--- config.mk ---
export PLATFORM = sky130hd
export DESIGN_NAME = mult_result_buffer
export DESIGN_NICKNAME = d
export VERILOG_FILES = /design/src/rtl/mult_result_buffer_pkg.sv /design/src/rtl/mult_result_fifo.sv /design/src/rtl/mult_result_buffer.sv
export SDC_FILE = /design/constraint.sdc
export NUM_CORES = 1
export LEC_CHECK = 0
export BUFFER_PORTS_ARGS = -buffer_cell sky130_fd_sc_hd__buf_2
export CORE_ASPECT_RATIO = 0.6
export CORE_MARGIN = 5
export CORE_UTILIZATION = 55
export DETAILED_ROUTE_END_ITERATION = 6
export HOLD_SLACK_MARGIN = 0.15
export PLACE_DENSITY = 0.76
export SYNTH_ARGS = -nofsm -noshare
export SYNTH_HDL_FRONTEND = slang
export SYNTH_SLANG_ARGS = --single-unit
--- constraint.sdc ---
create_clock -name clk_i -period 30.5 [get_ports clk_i]
set_clock_uncertainty 0.15 [all_clocks]
set_input_delay 6.1 -clock clk_i [delete_from_list [all_inputs] [get_ports clk_i]]
set_output_delay 6.1 -clock clk_i [all_outputs]
set_load 0.005 [all_outputs]
--- src/rtl/mult_result_buffer_pkg.sv ---
// Purpose: shared widths and the buffered mult writeback entry type.
// Latency: n/a (types and constants only).
// Backpressure: n/a.
package mult_result_buffer_pkg;

    localparam int unsigned XLEN_DEFAULT          = 64;
    localparam int unsigned TRANS_ID_BITS_DEFAULT = 3;
    localparam int unsigned DEPTH_DEFAULT         = 4;

    typedef struct packed {
        logic [TRANS_ID_BITS_DEFAULT-1:0] trans_id;
        logic [XLEN_DEFAULT-1:0]          result;
    } mult_wb_entry_t;

    // Counter width able to hold the value 'depth' itself without wrapping.
    function automatic int unsigned cnt_width(input int unsigned depth);
        return $clog2(depth) + 1;
    endfunction

endpackage

--- src/rtl/mult_result_fifo.sv ---
// Purpose: DEPTH-entry register FIFO holding mult results; head read straight from storage.
// Latency: an entry pushed in cycle N is at the head in cycle N+1 when previously empty.
// Backpressure: none on push; a push into a full FIFO without a same-cycle pop is dropped and flagged.
//
// Ports: clk_i/rst_i (async active-high), flush_i (clears pointers/count),
//        push_i/push_dat_i, pop_i, head_o, count_o, drop_o.
module mult_result_fifo
    import mult_result_buffer_pkg::*;
#(
    parameter int unsigned DEPTH   = DEPTH_DEFAULT,
    parameter type         entry_t = mult_wb_entry_t
) (
    input  logic                       clk_i,
    input  logic                       rst_i,
    input  logic                       flush_i,
    input  logic                       push_i,
    input  entry_t                     push_dat_i,
    input  logic                       pop_i,
    output entry_t                     head_o,
    output logic [cnt_width(DEPTH)-1:0] count_o,
    output logic                       drop_o
);

    localparam int unsigned PW = $clog2(DEPTH);
    localparam int unsigned CW = cnt_width(DEPTH);

    entry_t          storage [DEPTH];
    logic [PW-1:0]   wr_ptr;
    logic [PW-1:0]   rd_ptr;
    logic [CW-1:0]   count;
    logic            full;
    logic            push_ok;
    logic            pop_ok;

    assign full    = (count == CW'(DEPTH));
    assign pop_ok  = pop_i && (count != '0) && !flush_i;
    // A full FIFO still accepts a push when the head leaves in the same cycle.
    assign push_ok = push_i && (!full || pop_ok) && !flush_i;
    assign drop_o  = push_i && full && !pop_ok && !flush_i;

    always_ff @(posedge clk_i or posedge rst_i) begin
        if (rst_i) begin
            for (int i = 0; i < int'(DEPTH); i++) begin
                storage[i] <= '0;
            end
        end else if (push_ok) begin
            storage[wr_ptr] <= push_dat_i;
        end
    end

    always_ff @(posedge clk_i or posedge rst_i) begin
        if (rst_i) begin
            wr_ptr <= '0;
            rd_ptr <= '0;
            count  <= '0;
        end else if (flush_i) begin
            wr_ptr <= '0;
            rd_ptr <= '0;
            count  <= '0;
        end else begin
            if (push_ok) wr_ptr <= wr_ptr + PW'(1);
            if (pop_ok)  rd_ptr <= rd_ptr + PW'(1);
            case ({push_ok, pop_ok})
                2'b10:   count <= count + CW'(1);
                2'b01:   count <= count - CW'(1);
                default: count <= count;
            endcase
        end
    end

    assign head_o  = storage[rd_ptr];
    assign count_o = count;

endmodule

--- src/rtl/mult_result_buffer.sv ---
// Purpose: credit-gated result buffer behind the mult unit, presenting results to writeback.
// Latency: one cycle from mult_valid_i to wb_valid_o (no bypass).
// Backpressure: wb_ready_i low holds the head; issue_ready_o withholds issue once all credits are used.
//
// Ports: clk_i/rst_i, flush_i, issue_valid_i/issue_ready_o, mult_valid_i/mult_result_i/
//        mult_trans_id_i, wb_valid_o/wb_ready_i/wb_result_o/wb_trans_id_o, occupancy_o, err_o.
module mult_result_buffer
    import mult_result_buffer_pkg::*;
#(
    parameter int unsigned DEPTH         = DEPTH_DEFAULT,
    parameter int unsigned XLEN          = XLEN_DEFAULT,
    parameter int unsigned TRANS_ID_BITS = TRANS_ID_BITS_DEFAULT
) (
    input  logic                     clk_i,
    input  logic                     rst_i,
    input  logic                     flush_i,
    input  logic                     issue_valid_i,
    output logic                     issue_ready_o,
    input  logic                     mult_valid_i,
    input  logic [XLEN-1:0]          mult_result_i,
    input  logic [TRANS_ID_BITS-1:0] mult_trans_id_i,
    output logic                     wb_valid_o,
    input  logic                     wb_ready_i,
    output logic [XLEN-1:0]          wb_result_o,
    output logic [TRANS_ID_BITS-1:0] wb_trans_id_o,
    output logic [$clog2(DEPTH):0]   occupancy_o,
    output logic                     err_o
);

    localparam int unsigned CW = cnt_width(DEPTH);

    typedef struct packed {
        logic [TRANS_ID_BITS-1:0] trans_id;
        logic [XLEN-1:0]          result;
    } entry_t;

    entry_t          push_dat;
    entry_t          head;
    logic [CW-1:0]   count;
    logic [CW-1:0]   inflight;
    logic [CW:0]     credits_used;
    logic            issue_fire;
    logic            result_vld;
    logic            retire;
    logic            pop;
    logic            drop;
    logic            err_q;

    // Every issued op owns a slot until it has left the FIFO, so the
    // unbackpressurable mult result always finds space.
    assign credits_used  = {1'b0, count} + {1'b0, inflight};
    assign issue_ready_o = (credits_used < (CW+1)'(DEPTH));

    assign issue_fire = issue_valid_i && issue_ready_o && !flush_i;
    assign result_vld = mult_valid_i && !flush_i;
    // A stray result with nothing in flight must not underflow the counter.
    assign retire     = result_vld && (inflight != '0);
    assign pop        = wb_valid_o && wb_ready_i && !flush_i;

    assign push_dat.trans_id = mult_trans_id_i;
    assign push_dat.result   = mult_result_i;

    mult_result_fifo #(
        .DEPTH   (DEPTH),
        .entry_t (entry_t)
    ) u_fifo (
        .clk_i      (clk_i),
        .rst_i      (rst_i),
        .flush_i    (flush_i),
        .push_i     (result_vld),
        .push_dat_i (push_dat),
        .pop_i      (pop),
        .head_o     (head),
        .count_o    (count),
        .drop_o     (drop)
    );

    always_ff @(posedge clk_i or posedge rst_i) begin
        if (rst_i) begin
            inflight <= '0;
        end else if (flush_i) begin
            inflight <= '0;
        end else begin
            case ({issue_fire, retire})
                2'b10:   inflight <= inflight + CW'(1);
                2'b01:   inflight <= inflight - CW'(1);
                default: inflight <= inflight;
            endcase
        end
    end

    // Sticky until reset; flush deliberately leaves it set.
    always_ff @(posedge clk_i or posedge rst_i) begin
        if (rst_i) begin
            err_q <= 1'b0;
        end else if (drop || (result_vld && (inflight == '0))) begin
            err_q <= 1'b1;
        end
    end

    assign err_o         = err_q;
    assign wb_valid_o    = (count != '0);
    assign wb_result_o   = head.result;
    assign wb_trans_id_o = head.trans_id;
    assign occupancy_o   = count;

endmodule
# Word level (Yosys, flattened, before mapping)
# Cells that the tools add are included.
[word_totals]
regBits = 279
out_inout_bits = 73
[classes]
addsub = 7
n_lt_le_gt_ge = 4
n_eq_ne = 5
muxes = 14
n_bitwise = 2
n_reduce_logical = 27
[ops]
columns = ["op", "count"]
rows = [
  ["bitwise mux 268 bit", 1],
  ["two-way mux 67 bit", 3],
  ["binary-select mux 67 bit (select 2 bit)", 1],
  ["demux 67 bit (select 2 bit)", 1],
  ["logical AND 1 bit", 15],
  ["one-hot mux 3 bit (2 select lines)", 2],
  ["nonzero test 3 bit", 4],
  ["two-way mux 2 bit", 4],
  ["adder 3 x 1 -> 3 bit, second input constant", 2],
  ["greater-or-equal comparator 3 bit, second input constant", 2],
  ["two-way mux 3 bit", 2],
  ["NOT 2 -> 3 bit", 2],
  ["subtractor 3 x 1 -> 3 bit, second input constant", 2],
  ["adder 2 x 1 -> 2 bit, second input constant", 2],
  ["adder 3 x 3 -> 4 bit", 1],
  ["equality test 2 x 1 -> 1 bit, second input constant", 2],
  ["equality test 2 bit, second input constant", 2],
  ["< comparator 4 x 3 -> 1 bit, second input constant", 1],
  ["nonzero test 2 bit", 2],
  ["equality test 3 bit, second input constant", 1],
  ["zero test 1 bit", 3],
  ["zero test 3 bit", 1],
  ["< comparator 3 x 1 -> 1 bit, second input constant", 1],
  ["logical OR 1 bit", 2],
]

# Depth between registers and ports, before layout
[logic_depth]
word_depth = 11
mapped_depth = 9
depth_no_buf = 8

# By module
# Synthesis repeated with hierarchy kept, for this count alone.
[unflattened]
cells_unflattened = 733
hier_area_um2 = 12438.2
[by_module_without_submodules]
columns = ["module", "instances", "cells_each", "area_each_um2", "seq_area_each_um2"]
rows = [
  ["mult_result_fifo", 1, 700, 12076.6, 6881.6],
  ["mult_result_buffer", 1, 33, 361.6, 100.1],
]

# Worst setup path after synthesis
# No wires, ideal clock.
[synth_path]
path_type = "input -> register"
startpoint = "in flush_i"
endpoint = "reg inflight[2]"
setup_time_ns = 0.125
arrival_ns = 7.600
required_time_ns = 30.225
slack_ns = 22.626
stages = 6
path_buffers = 0
cell_sequence = "nand2b_1 -> nor3_1 -> fa_1 -> or3_1 -> mux2i_1 -> mux2_2"
[synth_via]
elab_chain_len = 6
word_cells_on_any_way = 9
[synth_rtl]
columns = ["item", "line_no", "text"]
rows = [
  ["start: declaration", "mult_result_buffer.sv:16", "input logic flush_i,"],
  ["zero test 1 bit", "mult_result_buffer.sv:54, mult_result_buffer.sv:55", ""],
  ["logical AND 1 bit", "mult_result_buffer.sv:55", "assign result_vld = mult_valid_i && !flush_i;"],
  ["logical AND 1 bit", "mult_result_buffer.sv:57", "assign retire = result_vld && (inflight != '0);"],
  ["equality test 2 x 1 -> 1 bit / equality test 2 bit (equally long branches)", "mult_result_buffer.sv:84", "case ({issue_fire, retire})"],
  ["one-hot mux 3 bit (2 select lines)", "mult_result_buffer.sv:84", ""],
  ["two-way mux 3 bit", "mult_result_buffer.sv:81", "end else if (flush_i) begin"],
  ["end signal: assignment", "mult_result_buffer.sv:85", "2'b10: inflight <= inflight + CW'(1);"],
  ["end signal: assignment", "mult_result_buffer.sv:86", "2'b01: inflight <= inflight - CW'(1);"],
  ["end signal: assignment", "mult_result_buffer.sv:87", "default: inflight <= inflight;"],
  ["end: declaration", "mult_result_buffer.sv:40", "logic [CW-1:0] inflight;"],
]
# Several ways; a longest one is shown, not always the timed one.
# A chain may end at the register's enable or synchronous reset.

# Worst setup path after layout
[layout_path]
startpoint = "reg u_fifo.rd_ptr[1]"
endpoint = "out wb_result_o[27]"
[layout_via]
elab_chain_len = 4
[layout_rtl]
columns = ["item", "line_no", "text"]
rows = [
  ["start: declaration", "mult_result_fifo.sv:29", "logic [PW-1:0] rd_ptr;"],
  ["start signal: assignment", "mult_result_fifo.sv:62", "if (pop_ok) rd_ptr <= rd_ptr + PW'(1);"],
  ["NOT 2 -> 3 bit (not written as such)", "mult_result_fifo.sv:71", "assign head_o = storage[rd_ptr];"],
  ["binary-select mux 67 bit (select 2 bit)", "mult_result_fifo.sv:71", ""],
  ["two-way mux 67 bit (not written as such) (2 in series)", "mult_result_fifo.sv:71", ""],
  ["end: declaration", "mult_result_buffer.sv:24", "output logic [XLEN-1:0] wb_result_o,"],
]
# No other way between the ends. The select of a mux whose other input is x is not followed.

==> tab_implementation.tex <==
\begin{tabular}{lr}
\hline
Metric & Value \\
\hline
\multicolumn{2}{l}{\textbf{Layout}} \\
\quad Final std cell area, no fill & 0.0142 mm2 \\
\quad Fill count & 1562 \\
\quad Ratio of cells with drive above 1 in the final layout & 47.1\% \\
\quad Final nets & 948 \\
\quad Area added between synthesis and finish & 14.3\% \\
\multicolumn{2}{l}{\textbf{Synthesis}} \\
\quad Net count after synthesis & 820 \\
\quad Top cell type's share of synthesized area & 56.2\% \\
\quad Flops \& latches, synth & 279 \\
\quad Combinational family with the most area after synthesis & multiplexers \\
\quad Most frequent cell after synthesis & dfrtp\_1 \\
\quad Avg Synthesized Cell Area & 16.8 um2 \\
\quad Yosys warnings & 0 \\
\quad Top cell types by occurrence after synthesis & 279 x dfrtp\_1, 150 x mux2\_2, 120 x mux2\_1, 67 x mux4\_2, 20 x buf\_2 \\
\quad Netlist cell types & 38 \\
\quad Sequential cell area fraction in the yosys report & 56.2\% \\
\quad Area contributors post-synth & dfrtp\_1 56\%, mux2\_2 14\%, mux4\_2 12\% \\
\quad Synthesized area & 0.0124 mm2 \\
\quad Post-synthesis share of cell area spent on full adders, half adders and majority gates & 0.927\% \\
\quad Dominant synthesized flop cell & dfrtp\_1 \\
\quad Post-synthesis simple-gate area fraction & 1.89\% \\
\quad Share of synthesized registers carrying an async set or reset & 100\% \\
\quad Area fraction in compound gates after synthesis & 0.715\% \\
\quad Share of the synthesized netlist area taken by xor and xnor gates & 0.353\% \\
\quad EDFF count, synth & 0 \\
\quad Post-synthesis mux area share & 36.9\% \\
\quad Cell taking the most area after synthesis & dfrtp\_1 \\
\quad Number of instances in the synthesized netlist & 739 \\
\multicolumn{2}{l}{\textbf{Critical path}} \\
\quad Kind of start point of the critical path & register \\
\quad R2R Setup Slk & 27590 ps \\
\quad WP data arrival & 2790 ps \\
\quad CP Capture Type & output port \\
\quad Maximum fanout encountered on the critical timing path & 49 \\
\quad Worst Path Class, Setup & reg -> out \\
\quad Cell count of the worst reg-to-reg path & 8 \\
\quad Reg-to-reg startpoint & u\_fifo.count\_o[1] \\
\quad End of the worst register-to-register path & inflight[2] \\
\quad Worst EP required & 24250 ps \\
\multicolumn{2}{l}{\textbf{Timing}} \\
\quad Fin. Hold Viols & 0 \\
\quad Period minus WS final & 9040 ps \\
\quad Final total negative setup slack & 0 ps \\
\quad Pins Over Slew Limit & 0 \\
\quad Final setup violation count & 0 \\
\quad Actual slew at the worst max-slew pin & 1140 ps \\
\quad Normalized max-slew margin & 23.7\% \\
\quad Ratio of final minimum period to clock period & 29.6\% \\
\quad Maximum achievable frequency & 111 MHz \\
\quad RSZ-0062 raised after global routing & false \\
\multicolumn{2}{l}{\textbf{Drt}} \\
\quad Routed wire length & 25.4 mm \\
\quad Avg Vias per Cell & 5.77 \\
\quad Routed wirelength normalized by instance count & 21.3 um \\
\quad Via Count & 6905 \\
\quad Remaining DRCs & 0 \\
\quad Number of nets with antenna violations after routing & 0 \\
\quad Number of DRC violations after detailed-routing iteration 0 & 284 \\
\quad Iteration count of the initial detailed-routing pass & 4 \\
\multicolumn{2}{l}{\textbf{GRT}} \\
\quad Initial antenna violation count & 2 \\
\quad GRT Resource Usage Total & 20.1\% \\
\quad Remaining global-route overflow & 0 \\
\quad Largest net degree at the start of global routing & 172 \\
\quad Wire length of the first global-routing pass & 42.3 mm \\
\quad Number of global-route vias before repair & 7728 \\
\multicolumn{2}{l}{\textbf{Clock tree}} \\
\quad Clock tree root buffer cell & clkbuf\_16 \\
\quad Number of gates resized after cts & 0 \\
\quad Post-CTS clock slew at the launch and capture registers of the worst setup and hold paths & 60 ps \\
\quad Number of setup buffers added after CTS & 0 \\
\quad Buffers from clock root to sink, at most & 3 \\
\quad Clock tree from TritonCTS & yes \\
\quad Max H-tree Level & 1 \\
\quad Post-CTS Hold Buffers & 0 \\
\quad Clk Latency, worst-skew pair & 520 ps \\
\quad CTS Buf Count & 26 \\
\quad Clock sink total & 279 \\
\multicolumn{2}{l}{\textbf{Worst hold path}} \\
\quad Hold Startpoint & u\_fifo.storage[134] \\
\quad WHS Endpoint & u\_fifo.storage[134] \\
\quad Worst hold-check path type & reg -> reg \\
\quad Cell depth of the worst hold path & 1 \\
\multicolumn{2}{l}{\textbf{Power and ir drop}} \\
\quad Worst IR drop on VDD & 0.0000437 V \\
\quad Reported leakage power & 0.00644 uW \\
\quad Power Density & 88.9 mW/mm2 \\
\multicolumn{2}{l}{\textbf{Place}} \\
\quad Placer Congestion & 0.749 \\
\quad Placed cell areas & 0.0132 mm2 \\
\quad Port Buf Inserts & 145 \\
\quad Sum of net half-perimeters after detailed placement & 15.9 mm \\
\multicolumn{2}{l}{\textbf{Floorplanning}} \\
\quad Core area & 0.0221 mm2 \\
\quad Starting utilization of the core area & 56.1\% \\
\quad Floorplan die width & 204 um \\
\quad Area of the die & 0.0258 mm2 \\
\quad I/O pin count & 146 \\
\quad Vertical extent of the die & 126 um \\
\quad Standard-cell row count & 42 \\
\multicolumn{2}{l}{\textbf{Job}} \\
\quad Max-cap violations & 0 \\
\multicolumn{2}{l}{\textbf{Run status}} \\
\quad Result of the run & completed \\
\hline
\end{tabular}
flip-flops by register name (all words and copies together) (netlist names):
signal / flops
err_o: 1
u_fifo.rd_ptr: 2
inflight: 3
u_fifo.storage: 268
u_fifo.wr_ptr: 2
u_fifo.count_o: 3
logic make-up after synthesis:
family          after synthesis
compound gates               13
xor+xnor                      5
fa+ha+maj                     8
buf+inv                      52
flops                       279
mux                         341
simple gates                 41
worst max-delay path, stage by stage (launching register included):
cell     delay, ps
dfrtp_4        670
buf_4          770
mux4_2         640
buf_2          150
stage by stage:
stage / setup slack, ps / hold WS [ps] / std cells / util, % / total power, uW
5_1_grt: 21230 / 356 / 1196 / 64.1 / 1330
3_3_place_gp: 21940 / 318 / 1147 / 59.9 / 888
4_1_cts: 21370 / 340 / 1195 / 64.1 / 1280
2_1_floorplan: 16560 / 309 / 739 / - / 797
3_5_place_dp: 21750 / 325 / 1147 / 59.9 / 918
6_report: 21460 / 338 / 1196 / 64.1 / 1260
cell usage in the layout (no fill, tap or decap), types with 4 or more instances in the layout:
cell type	netlist	layout
nand2_1	4	4
clkbuf_8	0	5
clkbuf_16	0	27
nand2_4	0	4
dfrtp_1	279	277
mux4_2	67	67
mux2i_1	4	4
nor3_1	6	6
mux2_1	120	120
nor2_1	10	10
buf_2	20	145
mux2_2	150	150
ha_1	6	6
nand2b_1	4	4
clkbuf_1	5	6
buf_4	7	4
bufinv_16	0	5
routing by layer:
| layer | GRT usage (%) | part of all wire (%) |
|---|---|---|
| met4 | 3.70 | 1.7 |
| met1 | 28.4 | 44 |
| met2 | 33.5 | 49 |
| met5 | 0 | 0.028 |
| met3 | 4.01 | 5.0 |
final cells by class:
class / count / area [um2] / share of cell area, %
Sequential cell: 279 / 6990 / 49.3
Multi-Input combinational cell: 408 / 5090 / 35.9
Clock buffer: 38 / 767 / 5.40
Timing Repair Buffer: 149 / 756 / 5.33
Tap cell: 308 / 385 / 2.72
Clock inverter: 10 / 180 / 1.27
Inverter: 3 / 18.8 / 0.132
Antenna cell: 1 / 2.50 / 0.0176
report_power, final:
group          internal, uW  switching [uW]
sequential              509            79.7
combinational           198             121
clock                   217             139
worst max path at each step:
stage                           startpoint                   to  slack, ps  cells after the start
after floorplan                      rst_i                err_o      16560                      1
after global placement               rst_i  u_fifo.storage[168]      21940                      4
after detailed placement             rst_i  u_fifo.storage[101]      21750                      4
after CTS                 u_fifo.rd_ptr[1]      wb_result_o[27]      21370                      3
after global routing      u_fifo.rd_ptr[1]      wb_result_o[27]      21230                      3
final                     u_fifo.rd_ptr[1]      wb_result_o[27]      21460                      3
No activity file was read; power rests on OpenSTA's default activity.
